File: config.mk
export PLATFORM = sky130hd
export DESIGN_NAME = mult_seq_ctrl
export DESIGN_NICKNAME = d
export VERILOG_FILES = /design/src/rtl/mult_seq_ctrl.sv
export SDC_FILE = /design/constraint.sdc
export NUM_CORES = 1
export LEC_CHECK = 0
export CELL_PAD_IN_SITES_DETAIL_PLACEMENT = 1
export CELL_PAD_IN_SITES_GLOBAL_PLACEMENT = 1
export CORE_MARGIN = 3
export CORE_UTILIZATION = 40
export CTS_CLUSTER_SIZE = 40
export DETAILED_ROUTE_END_ITERATION = 10
export GPL_TIMING_DRIVEN = 0
export PLACE_DENSITY_LB_ADDON = 0.1
export SKIP_CTS_REPAIR_TIMING = 1
export SLEW_MARGIN = 10
export SYNTH_ARGS = -nofsm -noshare
export SYNTH_HDL_FRONTEND = slang
export SYNTH_SLANG_ARGS = --single-unit
File: constraint.sdc
create_clock -name clk -period 1.8 [get_ports clk]
set_input_delay 0.36 -clock clk [delete_from_list [all_inputs] [get_ports clk]]
set_output_delay 0.36 -clock clk [all_outputs]
set_load 0.01 [all_outputs]
File: src/rtl/mult_seq_ctrl.sv
// Sequencer for the shift-add multiplier: button edge detection, the
// load/check/add/shift FSM that drives the external datapath, and the
// wrapping display-window select for the 7-segment mux.
//
// state | meaning
// ------+------------------------------------------------------------
// IDLE  | waiting for the first start press after reset
// LOAD  | load operands and clear the product; the step counter clears
// CHECK | sample z_flag (early exit) and b0 (add or skip)
// ADD   | add the multiplicand into the product
// SHIFT | shift both operands; the last allowed shift ends the multiply
// DONE  | result valid; held until the next start press
module mult_seq_ctrl #(
    parameter int WIDTH   = 8,
    parameter int SEL_MAX = 2
) (
    input  logic       clk,
    input  logic       rst,
    input  logic       BTNC,
    input  logic       BTNL,
    input  logic       BTNR,
    input  logic       z_flag,
    input  logic       b0,
    output logic       load,
    output logic       add_en,
    output logic       shift_en,
    output logic       busy,
    output logic       done,
    output logic [1:0] sel
);

    localparam int CW = $clog2(WIDTH + 1);

    typedef enum logic [2:0] {
        IDLE  = 3'd0,
        LOAD  = 3'd1,
        CHECK = 3'd2,
        ADD   = 3'd3,
        SHIFT = 3'd4,
        DONE  = 3'd5
    } state_t;

    state_t        state;
    state_t        state_nxt;
    logic [CW-1:0] cnt;
    logic [CW-1:0] cnt_nxt;

    logic btnc_q;
    logic btnl_q;
    logic btnr_q;
    logic start_press;
    logic left_press;
    logic right_press;

    // Previous-level registers reset high so a button held through reset
    // release does not register as a press.
    always_ff @(posedge clk or posedge rst) begin
        if (rst) begin
            btnc_q <= 1'b1;
            btnl_q <= 1'b1;
            btnr_q <= 1'b1;
        end else begin
            btnc_q <= BTNC;
            btnl_q <= BTNL;
            btnr_q <= BTNR;
        end
    end

    assign start_press = BTNC & ~btnc_q;
    assign left_press  = BTNL & ~btnl_q;
    assign right_press = BTNR & ~btnr_q;

    // State and shift-count registers.
    always_ff @(posedge clk or posedge rst) begin
        if (rst) begin
            state <= IDLE;
            cnt   <= '0;
        end else begin
            state <= state_nxt;
            cnt   <= cnt_nxt;
        end
    end

    // Next-state and shift-count logic; strobes are Moore-decoded below.
    always_comb begin
        state_nxt = state;
        cnt_nxt   = cnt;
        case (state)
            IDLE: begin
                if (start_press) state_nxt = LOAD;
            end
            LOAD: begin
                cnt_nxt   = '0;
                state_nxt = CHECK;
            end
            CHECK: begin
                // A zero multiplier ends the multiply regardless of b0.
                if (z_flag)  state_nxt = DONE;
                else if (b0) state_nxt = ADD;
                else         state_nxt = SHIFT;
            end
            ADD: begin
                state_nxt = SHIFT;
            end
            SHIFT: begin
                cnt_nxt = cnt + CW'(1);
                if (cnt == CW'(WIDTH - 1)) state_nxt = DONE;
                else                       state_nxt = CHECK;
            end
            DONE: begin
                if (start_press) state_nxt = LOAD;
            end
            default: begin
                state_nxt = IDLE;
                cnt_nxt   = '0;
            end
        endcase
    end

    // Output decode from the state register only, so reset clears them at once.
    always_comb begin
        load     = 1'b0;
        add_en   = 1'b0;
        shift_en = 1'b0;
        busy     = 1'b0;
        done     = 1'b0;
        case (state)
            LOAD:  begin load     = 1'b1; busy = 1'b1; end
            CHECK: begin                  busy = 1'b1; end
            ADD:   begin add_en   = 1'b1; busy = 1'b1; end
            SHIFT: begin shift_en = 1'b1; busy = 1'b1; end
            DONE:  begin done     = 1'b1;              end
            default: ;
        endcase
    end

    // Display-window select: left increments, right decrements, both cancel.
    always_ff @(posedge clk or posedge rst) begin
        if (rst) begin
            sel <= 2'd0;
        end else if (left_press && !right_press) begin
            sel <= (sel == 2'(SEL_MAX)) ? 2'd0 : sel + 2'd1;
        end else if (right_press && !left_press) begin
            sel <= (sel == 2'd0) ? 2'(SEL_MAX) : sel - 2'd1;
        end
    end

endmodule

Word-level counts from Yosys, hierarchy flattened
Cells that the tools add are included.
Storage, ports and cells
  logic and storage cells: 48
  flip-flop bits (word level): 12
  output and inout bits: 7
  input bits: 7
Operators by class
  add/sub/neg operators: 3
  equality and inequality tests: 8
  bitwise logic cells: 6
  muxes and demuxes: 15
  reductions and logical operators: 10
Operators by type and width (number)
  3-bit case mux with 5 select lines: 1
  3-bit two-way mux: 4
  2-bit two-way mux: 4
  4-bit case mux with 2 select lines: 1
  4-bit OR reduction: 2
  3-bit by 2-bit == test with 1-bit output, second input constant: 2
  3-bit == test, second input constant: 2
  1-bit two-way mux: 5
  4-bit by 1-bit adder with 4-bit output, second input constant: 1
  4-bit by 3-bit == test with 1-bit output, second input constant: 1
  1-bit bitwise AND: 3
  3-bit by 1-bit == test with 1-bit output, second input constant: 1
  3-bit logical NOT: 1
  1-bit NOT: 3
  2-bit by 1-bit adder with 2-bit output, second input constant: 1
  2-bit == test, second input constant: 1
  1-bit logical AND: 2
  1-bit logical NOT: 2
  2-bit logical NOT: 1
  2-bit by 1-bit inequality test with 1-bit output, second input constant: 1
  2-bit nonzero test: 1
  2-bit OR reduction: 1
  2-bit by 1-bit subtractor with 2-bit output, second input constant: 1

Logic depth before layout (Yosys ltp)
Gate-level depths: netlist of the first run.
  depth after elaboration: 6
  depth in mapped cells: 5
  gate-level depth less buffers: 5

Worst setup path before layout of the first run
OpenSTA, ideal clock, no wires.
  kind: flip-flop to output port
  start: register state[0]
  end: output port add_en
  arrival time: 0.943 ns
  required time: 1.440 ns
  cell stages (with the launch flop): 4
  setup slack: 0.497 ns
  buffers on the path: 1
  cells stage by stage: dfrtp_1 > buf_4 > inv_1 > nor3b_1
On the way
  word-level cells in the longest chain between the ends: 2
RTL lines
  from (decl): line 43  | state_t state;
  from (signal assigned): line 79  | state <= state_nxt;
  3-bit by 2-bit == test with 1-bit output: line 127  | case (state)
  1-bit two-way mux: line 127
  to (decl): line 25  | output logic add_en,
Every way passes these cells.

Worst setup path after layout of the first run
  start: register state[0]
  end: output port busy
On the way
  word-level cells in the longest chain between the ends: 3
  elaborated cells on any way between the ends: 6
  classes of those cells: 4 x eq/ne; 1 x mux; 1 x reduce/logical
RTL lines
  3-bit == test (tied with other cells): line 127
  4-bit OR reduction (no source line) *
  1-bit two-way mux *: line 127
  to (decl): line 27  | output logic busy,
Every way passes the cells marked *; elsewhere a longest branch is shown, timed or not.

==> metrics.log, run 1 <==
[metrics] Placement Setup Slack: -17.3 ps
[metrics] slowest cell delay on critical path: roughly 450 ps
[metrics] Clk pwr share: 13.9%
[metrics] Synth cell types: 26
[metrics] sequence of cells on the critical path: buf_4 > nor2_1 > xnor2_1 > dlymetal6s2s_1
[metrics] category of the critical setup timing path: reg2out
[metrics] number of global-route vias before repair: approximately 550
[metrics] FF+latch count, synth: 12
[metrics] launching element of the worst setup path: state[0]
[metrics] kind of start point of the critical path: register
[metrics] WL per Instance: between 10 and 15 um
[metrics] peak supply drop: approximately 0.00057 V
[metrics] cell at the root of the clock tree: clkbuf_4
[metrics] endpoint of the worst register-to-register path: state[1]
[metrics] number of buffers on the longest clock path: 2
[metrics] worst setup path endpoint: busy
[metrics] Required @ worst endpoint: between 1000 and 1500 ps
[metrics] total via count in the routed design: about 550
[metrics] global-route wire length before repair: ~2500 um
[metrics] status: complete, no violations
[metrics] Cells after Synth: 69
[metrics] die extent in x: about 48 um
[metrics] sum of met2 wire segment lengths after detailed routing: just under 700 um
[metrics] fraction of synthesis flops using an asynchronous set or reset pin: 100%
[metrics] Power Dens Cells: approximately 1400 nW/um^2
[metrics] router iterations before antenna repair: 4
[metrics] GRT Overall Usage: approximately 17%
[metrics] max-capacitance violation count: 0
[metrics] clk slew on worst S/H paths: 70 ps
[metrics] final hold viol count: 0
[metrics] r2r startpoint: cnt[0]
[metrics] dominant register cell in the synthesized netlist: dfrtp_1
[metrics] worst-case reg-to-reg path depth: 4
[metrics] critical path's top delay family: flip-flops
[metrics] net switching power of the design: about 500 uW
[metrics] internal power contribution: between 700 and 800 uW
[metrics] fraction of layout cells with a size suffix above 1: 17.4%
[metrics] type of element capturing the critical path: output port
[metrics] number of vias per cell after detailed routing: around 5.4
[metrics] HPWL after detailed placement: approximately 1100 um
[metrics] initial DRC count: 3
[metrics] Routed met1 length: 692 um
[metrics] level count of the clock H-tree: 1
[metrics] Setup Total Neg Slack: 0 ps
[metrics] slowest cell on the critical path: dfrtp_2
[metrics] TritonCTS clock tree: yes
[metrics] netlist area before placement: between 700 and 800 um^2
[metrics] CTS sink count: 12
[metrics] crit-path max FO: 10
[metrics] number of nets at the end of the flow: a little under 100
[metrics] number of buffers created by CTS: 3
[metrics] top layer used by detailed routing: met4
[metrics] Skew-Pair Late Insertion Delay: between 200 and 300 ps
[metrics] switching share of total power: 38.8%
[metrics] slew at the pin closest to its max-slew limit: 451 ps
[metrics] sequential group share of total power: approximately a third
[metrics] initial core utilization: between 40% and 50%
[metrics] vertical die dimension: 48.0 um
[metrics] Crit. path cell count: 4
[metrics] post-route cell area: approximately 890 um^2
[metrics] full die area: between 2000 and 2500 um^2
[metrics] antenna violations before repair: 0
[metrics] post-route clock period utilization: 94.4%
[metrics] Synth Warn #: 0
[metrics] Worst Hold Class: in2async
[metrics] area after detailed placement: between 800 and 900 um^2
[metrics] worst clock skew: around 2.3 ps
[metrics] buffers plus inverters on the worst setup path: 2
[metrics] pin count of the biggest net entering global routing: 13
[metrics] final setup fails: 0
[metrics] Slew HR: 69.9%
[metrics] Core Rows: 14
[metrics] total wire length: 1480 um
[metrics] Area Growth Syn to Fin: 26.1%
[metrics] gpl congestion: 0.709
[metrics] sequential fraction of the synthesis area: a little over two fifths
[metrics] Remaining Overflow, GRT: 0
[metrics] leakage power: between 0.4 and 0.5 nW
[metrics] number of enable-type register cells in the synthesized netlist: 0
[metrics] count of antenna-violating nets left after detailed routing: 0
[metrics] portion of total power attributed to combinational logic: a little over half
[metrics] crit path time final: around 1700 ps
[metrics] Remaining DRCs: 0
[metrics] Post-Synthesis Net Count: 81
[metrics] count of buffers inserted at the top-level ports: 13
[metrics] setup repair after global routing missed its margin: false
[metrics] Min Hold Slack: between 300 and 400 ps
[metrics] Detail Route met3 WL: 49 um
[metrics] core area: ~1600 um^2
[metrics] number of placed I/O pins: 14
[metrics] Crit path arrival time: 1340 ps
[metrics] maximum clock frequency: about 590 MHz
[metrics] Slew Limit Fails: 0
[metrics] worst-case register-to-register setup slack: between 400 and 500 ps
[metrics] mean instance size in the synthesized netlist: slightly above 10 um^2
[metrics] minimum setup slack in the final design: 101 ps
[metrics] Antenna Diode Count: 0
[metrics] power consumption: 1.25 mW
## worst min-delay path by stage
stage                      start     end  slack, ps  cells past startpoint
final                        rst  cnt[0]        390                      2
after global routing         rst  cnt[3]        420                      2
after CTS                    rst  cnt[2]        400                      2
after detailed placement  cnt[3]  cnt[3]        510                      1
after global placement    cnt[3]  cnt[3]        500                      1
after floorplan              rst  cnt[0]        220                      1
## cell usage after synthesis, types with 2 or more instances
cell / n / area, um^2
dfrtp_1: 9 / 225
nor2_1: 8 / 30.0
ha_1: 5 / 62.6
nand2b_1: 5 / 31.3
o22ai_1: 5 / 31.3
inv_1: 4 / 15.0
dfstp_2: 3 / 78.8
mux2i_1: 3 / 30.0
nand2_1: 3 / 11.3
nor2b_1: 3 / 18.8
a21oi_1: 2 / 10.0
buf_4: 2 / 15.0
nor3b_1: 2 / 15.0
o21ai_0: 2 / 10.0
or3_1: 2 / 12.5
## cells by family (layout without fill, tap and decap cells)
kind of cell | after synthesis | in the layout | share of synthesized area, %
simple gates | 27 | 27 | 22.9
compound gates | 13 | 13 | 12.4
flops | 12 | 12 | 43.2
buf+inv | 7 | 24 | 5.86
fa+ha+maj | 5 | 5 | 8.88
mux | 3 | 3 | 4.26
xor+xnor | 2 | 2 | 2.49
## routing by layer
metal,up-vias,track usage (%)
li1,271,-
met1,269,22.1
met2,9,24.3
met3,5,4.51
met4,0,11.3
met5,-,0
## layout make-up
type / count / area [um^2]
buffer: 3 / 26.3
clock buffer: 4 / 26.3
fill: 180 / 688
inverter: 4 / 15.0
multi-input combinational: 50 / 359
sequential: 12 / 307
tap: 16 / 20.0
timing repair buffer: 13 / 135
## cells in the final DEF (no fill, tap or decap), types with 2 or more instances in the layout
cell type / netlist / layout
or3_1: 2 / 2
mux2i_1: 3 / 3
nor2_1: 8 / 8
dfrtp_2: 0 / 2
dlymetal6s2s_1: 0 / 4
a21oi_1: 2 / 2
nor2b_1: 3 / 3
o21ai_0: 2 / 2
clkdlybuf4s50_1: 0 / 8
ha_1: 5 / 5
nor3b_1: 2 / 2
buf_4: 2 / 2
clkbuf_4: 0 / 3
nand2_1: 3 / 3
o22ai_1: 5 / 5
dfrtp_1: 9 / 7
inv_1: 4 / 4
dfstp_2: 3 / 3
nand2b_1: 5 / 5
## worst register-to-register path, delay by kind of cell, from the launching register on
kind            cells  cell delay, ps
simple gates        2             530
flops               1             420
fa+ha+maj           1             230
compound gates      1              80
## registers in the layout (all words and copies together), names as in the netlist
signal and count:
cnt 4, state 3, sel 2, btnc_q 1
btnl_q 1, btnr_q 1
## power by group through the flow
stage               combinational [mW]  sequential, mW  clock, mW
CTS                              0.685           0.418      0.183
global placement                 0.660           0.418          0
global route                     0.740           0.434      0.194
floorplan                        0.429           0.414          0
detailed placement               0.682           0.423          0
finish                           0.656           0.422      0.174
## stage by stage
stage                     utilization [%]  instances
after detailed placement             54.2         98
final                                56.3        102
after global placement               54.2         98
after CTS                            55.9        102
after global routing                 56.3        102
after floorplan                         -         69
(Power assumes the default switching activity.)
==> run 2, diff against run 1 <==
--- a/config.mk
+++ b/config.mk
@@ -12,6 +12,7 @@
 export CTS_CLUSTER_SIZE = 40
 export DETAILED_ROUTE_END_ITERATION = 10
 export GPL_TIMING_DRIVEN = 0
+export HOLD_SLACK_MARGIN = 0.12
 export PLACE_DENSITY_LB_ADDON = 0.1
 export SKIP_CTS_REPAIR_TIMING = 1
 export SLEW_MARGIN = 10
==> results of run 2 <==
Same layout as run 1: the final DEF is identical, and so are final timing and power.
==> run 3, diff against run 2 <==
--- a/config.mk
+++ b/config.mk
@@ -14,6 +14,7 @@
 export GPL_TIMING_DRIVEN = 0
 export HOLD_SLACK_MARGIN = 0.12
 export PLACE_DENSITY_LB_ADDON = 0.1
+export REMOVE_ABC_BUFFERS = 1
 export SKIP_CTS_REPAIR_TIMING = 1
 export SLEW_MARGIN = 10
 export SYNTH_ARGS = -nofsm -noshare
==> run 3 against run 2 <==
Count of clock-buffer cells in the layout is the same. Global-route usage is 1.4 points lower. Core utilization rose by 4.6 points. Largest cell class unchanged. Die area unchanged. Critical endpoint is now done. Largest power group unchanged. Clock skew rose by 7.5 ps. Highest routed layer unchanged. Cell area rose by 8.2%. Power is 14% higher. Non-clock buffer count increased by 7.
==> metrics.log, run 3 (synthesis gave the netlist of run 1 again) <==
[metrics] sequence of cells on the critical path: buf_4 > nand2b_4 > nor2_1 > dlymetal6s2s_1
[metrics] clk slew on worst S/H paths: 80 ps (about the same)
[metrics] top library cells by usage in the layout, fill and taps aside: buf_4 (9), nor2_1 (8), clkdlybuf4s50_1 (8), dfrtp_1 (6)
[metrics] slowest cell on the critical path: dfrtp_2
[metrics] final hold viol count: 0 (unchanged)
[metrics] critical path's top delay family: flip-flops
[metrics] worst clock skew: 9.87 ps (+7.52 ps)
[metrics] Worst Hold Class: in2async
[metrics] kind of start point of the critical path: register
[metrics] number of nets at the end of the flow: 106 (+7.1%)
[metrics] vertical die dimension: 48.0 um (unchanged)
[metrics] register with the most flip-flops: cnt
[metrics] number of buffers created by CTS: 3 (unchanged)
[metrics] cell at the root of the clock tree: clkbuf_4
[metrics] maximum clock frequency: 593 MHz (+0.78%)
[metrics] final setup fails: 0 (unchanged)
[metrics] pin count of the biggest net entering global routing: 16 (+3)
[metrics] Remaining Overflow, GRT: 0 (unchanged)
[metrics] endpoint of the worst register-to-register path: state[0]
[metrics] leading registers by flop count: cnt (4), state (3), sel (2)
[metrics] most frequent standard cell in the layout excluding fill and tap cells: buf_4
[metrics] gpl congestion: 0.745 (+5.1%)
[metrics] total wire length: 1790 um (+21%)
[metrics] number of vias per cell after detailed routing: 5.40 (-0.51%)
[metrics] fraction of layout cells with a size suffix above 1: 25.8% (+8.4 points)
[metrics] number of placed instances with taps included: 95 (-3.1%)
[metrics] slowest cell delay on critical path: 450 ps (about the same)
[metrics] status: complete, no violations
[metrics] worst-case reg-to-reg path depth: 4 (unchanged)
[metrics] TritonCTS clock tree: yes
[metrics] number of placed I/O pins: 14 (unchanged)
[metrics] leakage power: 0.521 nW (+13%)
[metrics] slew at the pin closest to its max-slew limit: 451 ps (+0.808 ps)
[metrics] r2r startpoint: state[0]
[metrics] core area: 1580 um^2 (unchanged)
[metrics] category of the critical setup timing path: reg2out
[metrics] post-route clock period utilization: 93.7% (-0.73 points)
[metrics] Area Growth Syn to Fin: 36.4%
[metrics] router iterations before antenna repair: 4 (unchanged)
[metrics] CTS sink count: 12 (unchanged)
[metrics] count of buffers inserted at the top-level ports: 13 (unchanged)
[metrics] global-route wire length before repair: 2400 um (-5.2%)
[metrics] initial DRC count: 5 (+2)
[metrics] antenna violations before repair: 0 (unchanged)
[metrics] Slew Limit Fails: 0 (unchanged)
[metrics] WL per Instance: 16.4 um (+13%)
[metrics] crit path time final: 1690 ps (-13.1 ps)
[metrics] initial core utilization: 44.7% (unchanged)
[metrics] power consumption: 1.42 mW (+14%)
[metrics] count of antenna-violating nets left after detailed routing: 0 (unchanged)
[metrics] buffers plus inverters on the worst setup path: 2 (unchanged)
[metrics] number of flip-flops under the largest register name: 4 (unchanged)
[metrics] number of buffers on the longest clock path: 2 (unchanged)
[metrics] worst-case register-to-register setup slack: 400 ps (-70 ps)
[metrics] Antenna Diode Count: 0 (unchanged)
[metrics] Slew HR: 69.9% (about the same)
[metrics] Crit path arrival time: 1330 ps (about the same)
[metrics] crit-path max FO: 11 (+1)
[metrics] Remaining DRCs: 0 (unchanged)
[metrics] setup repair after global routing missed its margin: false
[metrics] HPWL after detailed placement: 1100 um (-4.3%)
[metrics] Power Dens Cells: 1480 nW/um^2 (+4.9%)
[metrics] peak supply drop: 0.000927 V (+63%)
[metrics] level count of the clock H-tree: 1 (unchanged)
[metrics] max-capacitance violation count: 0 (unchanged)
[metrics] Required @ worst endpoint: 1440 ps (about the same)
[metrics] type of element capturing the critical path: output port
[metrics] total via count in the routed design: 589 (+6.3%)
[metrics] die extent in x: 48.0 um (unchanged)
[metrics] count of non-filler cells in the finished layout: 109 (+6.9%)
[metrics] Core Rows: 14 (unchanged)
[metrics] GRT Overall Usage: 15.5% (-1.4 points)
[metrics] Skew-Pair Late Insertion Delay: 280 ps (about the same)
[metrics] full die area: 2300 um^2 (unchanged)
[metrics] number of global-route vias before repair: 539 (-1.1%)
-- run 3: how the worst max path moves through the flow --
stage          startpoint  endpoint  cells past startpoint
2_1_floorplan    state[0]    add_en                      2
3_3_place_gp     state[2]      done                      3
3_5_place_dp     state[2]      done                      3
4_1_cts          state[2]      done                      3
5_1_grt          state[1]      done                      4
6_report         state[1]      done                      4
-- run 3: layout make-up --
type | instances | area (um^2)
repair buffers | 23 | 215
multi-input cells | 50 | 367
clock buffers | 4 | 36.3
flip-flops and latches | 12 | 308
well taps | 16 | 20.0
fillers | 180 | 616
inverters | 4 | 15.0
-- run 3: metrics by stage --
stage / TNS (ps) / setup slack, ps / hold slack [ps] / util, % / instance area [um^2]
2_1_floorplan: 0 / 448 / 223 / - / 678
6_report: 0 / 114 / 380 / 61.0 / 961
5_1_grt: 0 / 29.2 / 412 / 61.0 / 961
3_5_place_dp: -552 / -163 / 508 / 52.5 / 828
3_3_place_gp: -441 / -155 / 510 / 52.5 / 828
4_1_cts: -2200 / -496 / 391 / 54.8 / 865
-- run 3: routing by layer --
layer	GRT usage (%)	part of all wire (%)	wire [um]	vias up
met5	0	0	0	-
met4	6.45	1.1	19	0
met3	6.77	3.8	68	2
met2	21.9	53	940	8
met1	20.6	42	758	291
li1	-	-	-	288
-- run 3: report_power, final --
part	switching (mW)	internal [mW]
logic	0.348	0.409
registers	0.0973	0.348
clock network	0.0950	0.123
total	0.540	0.880
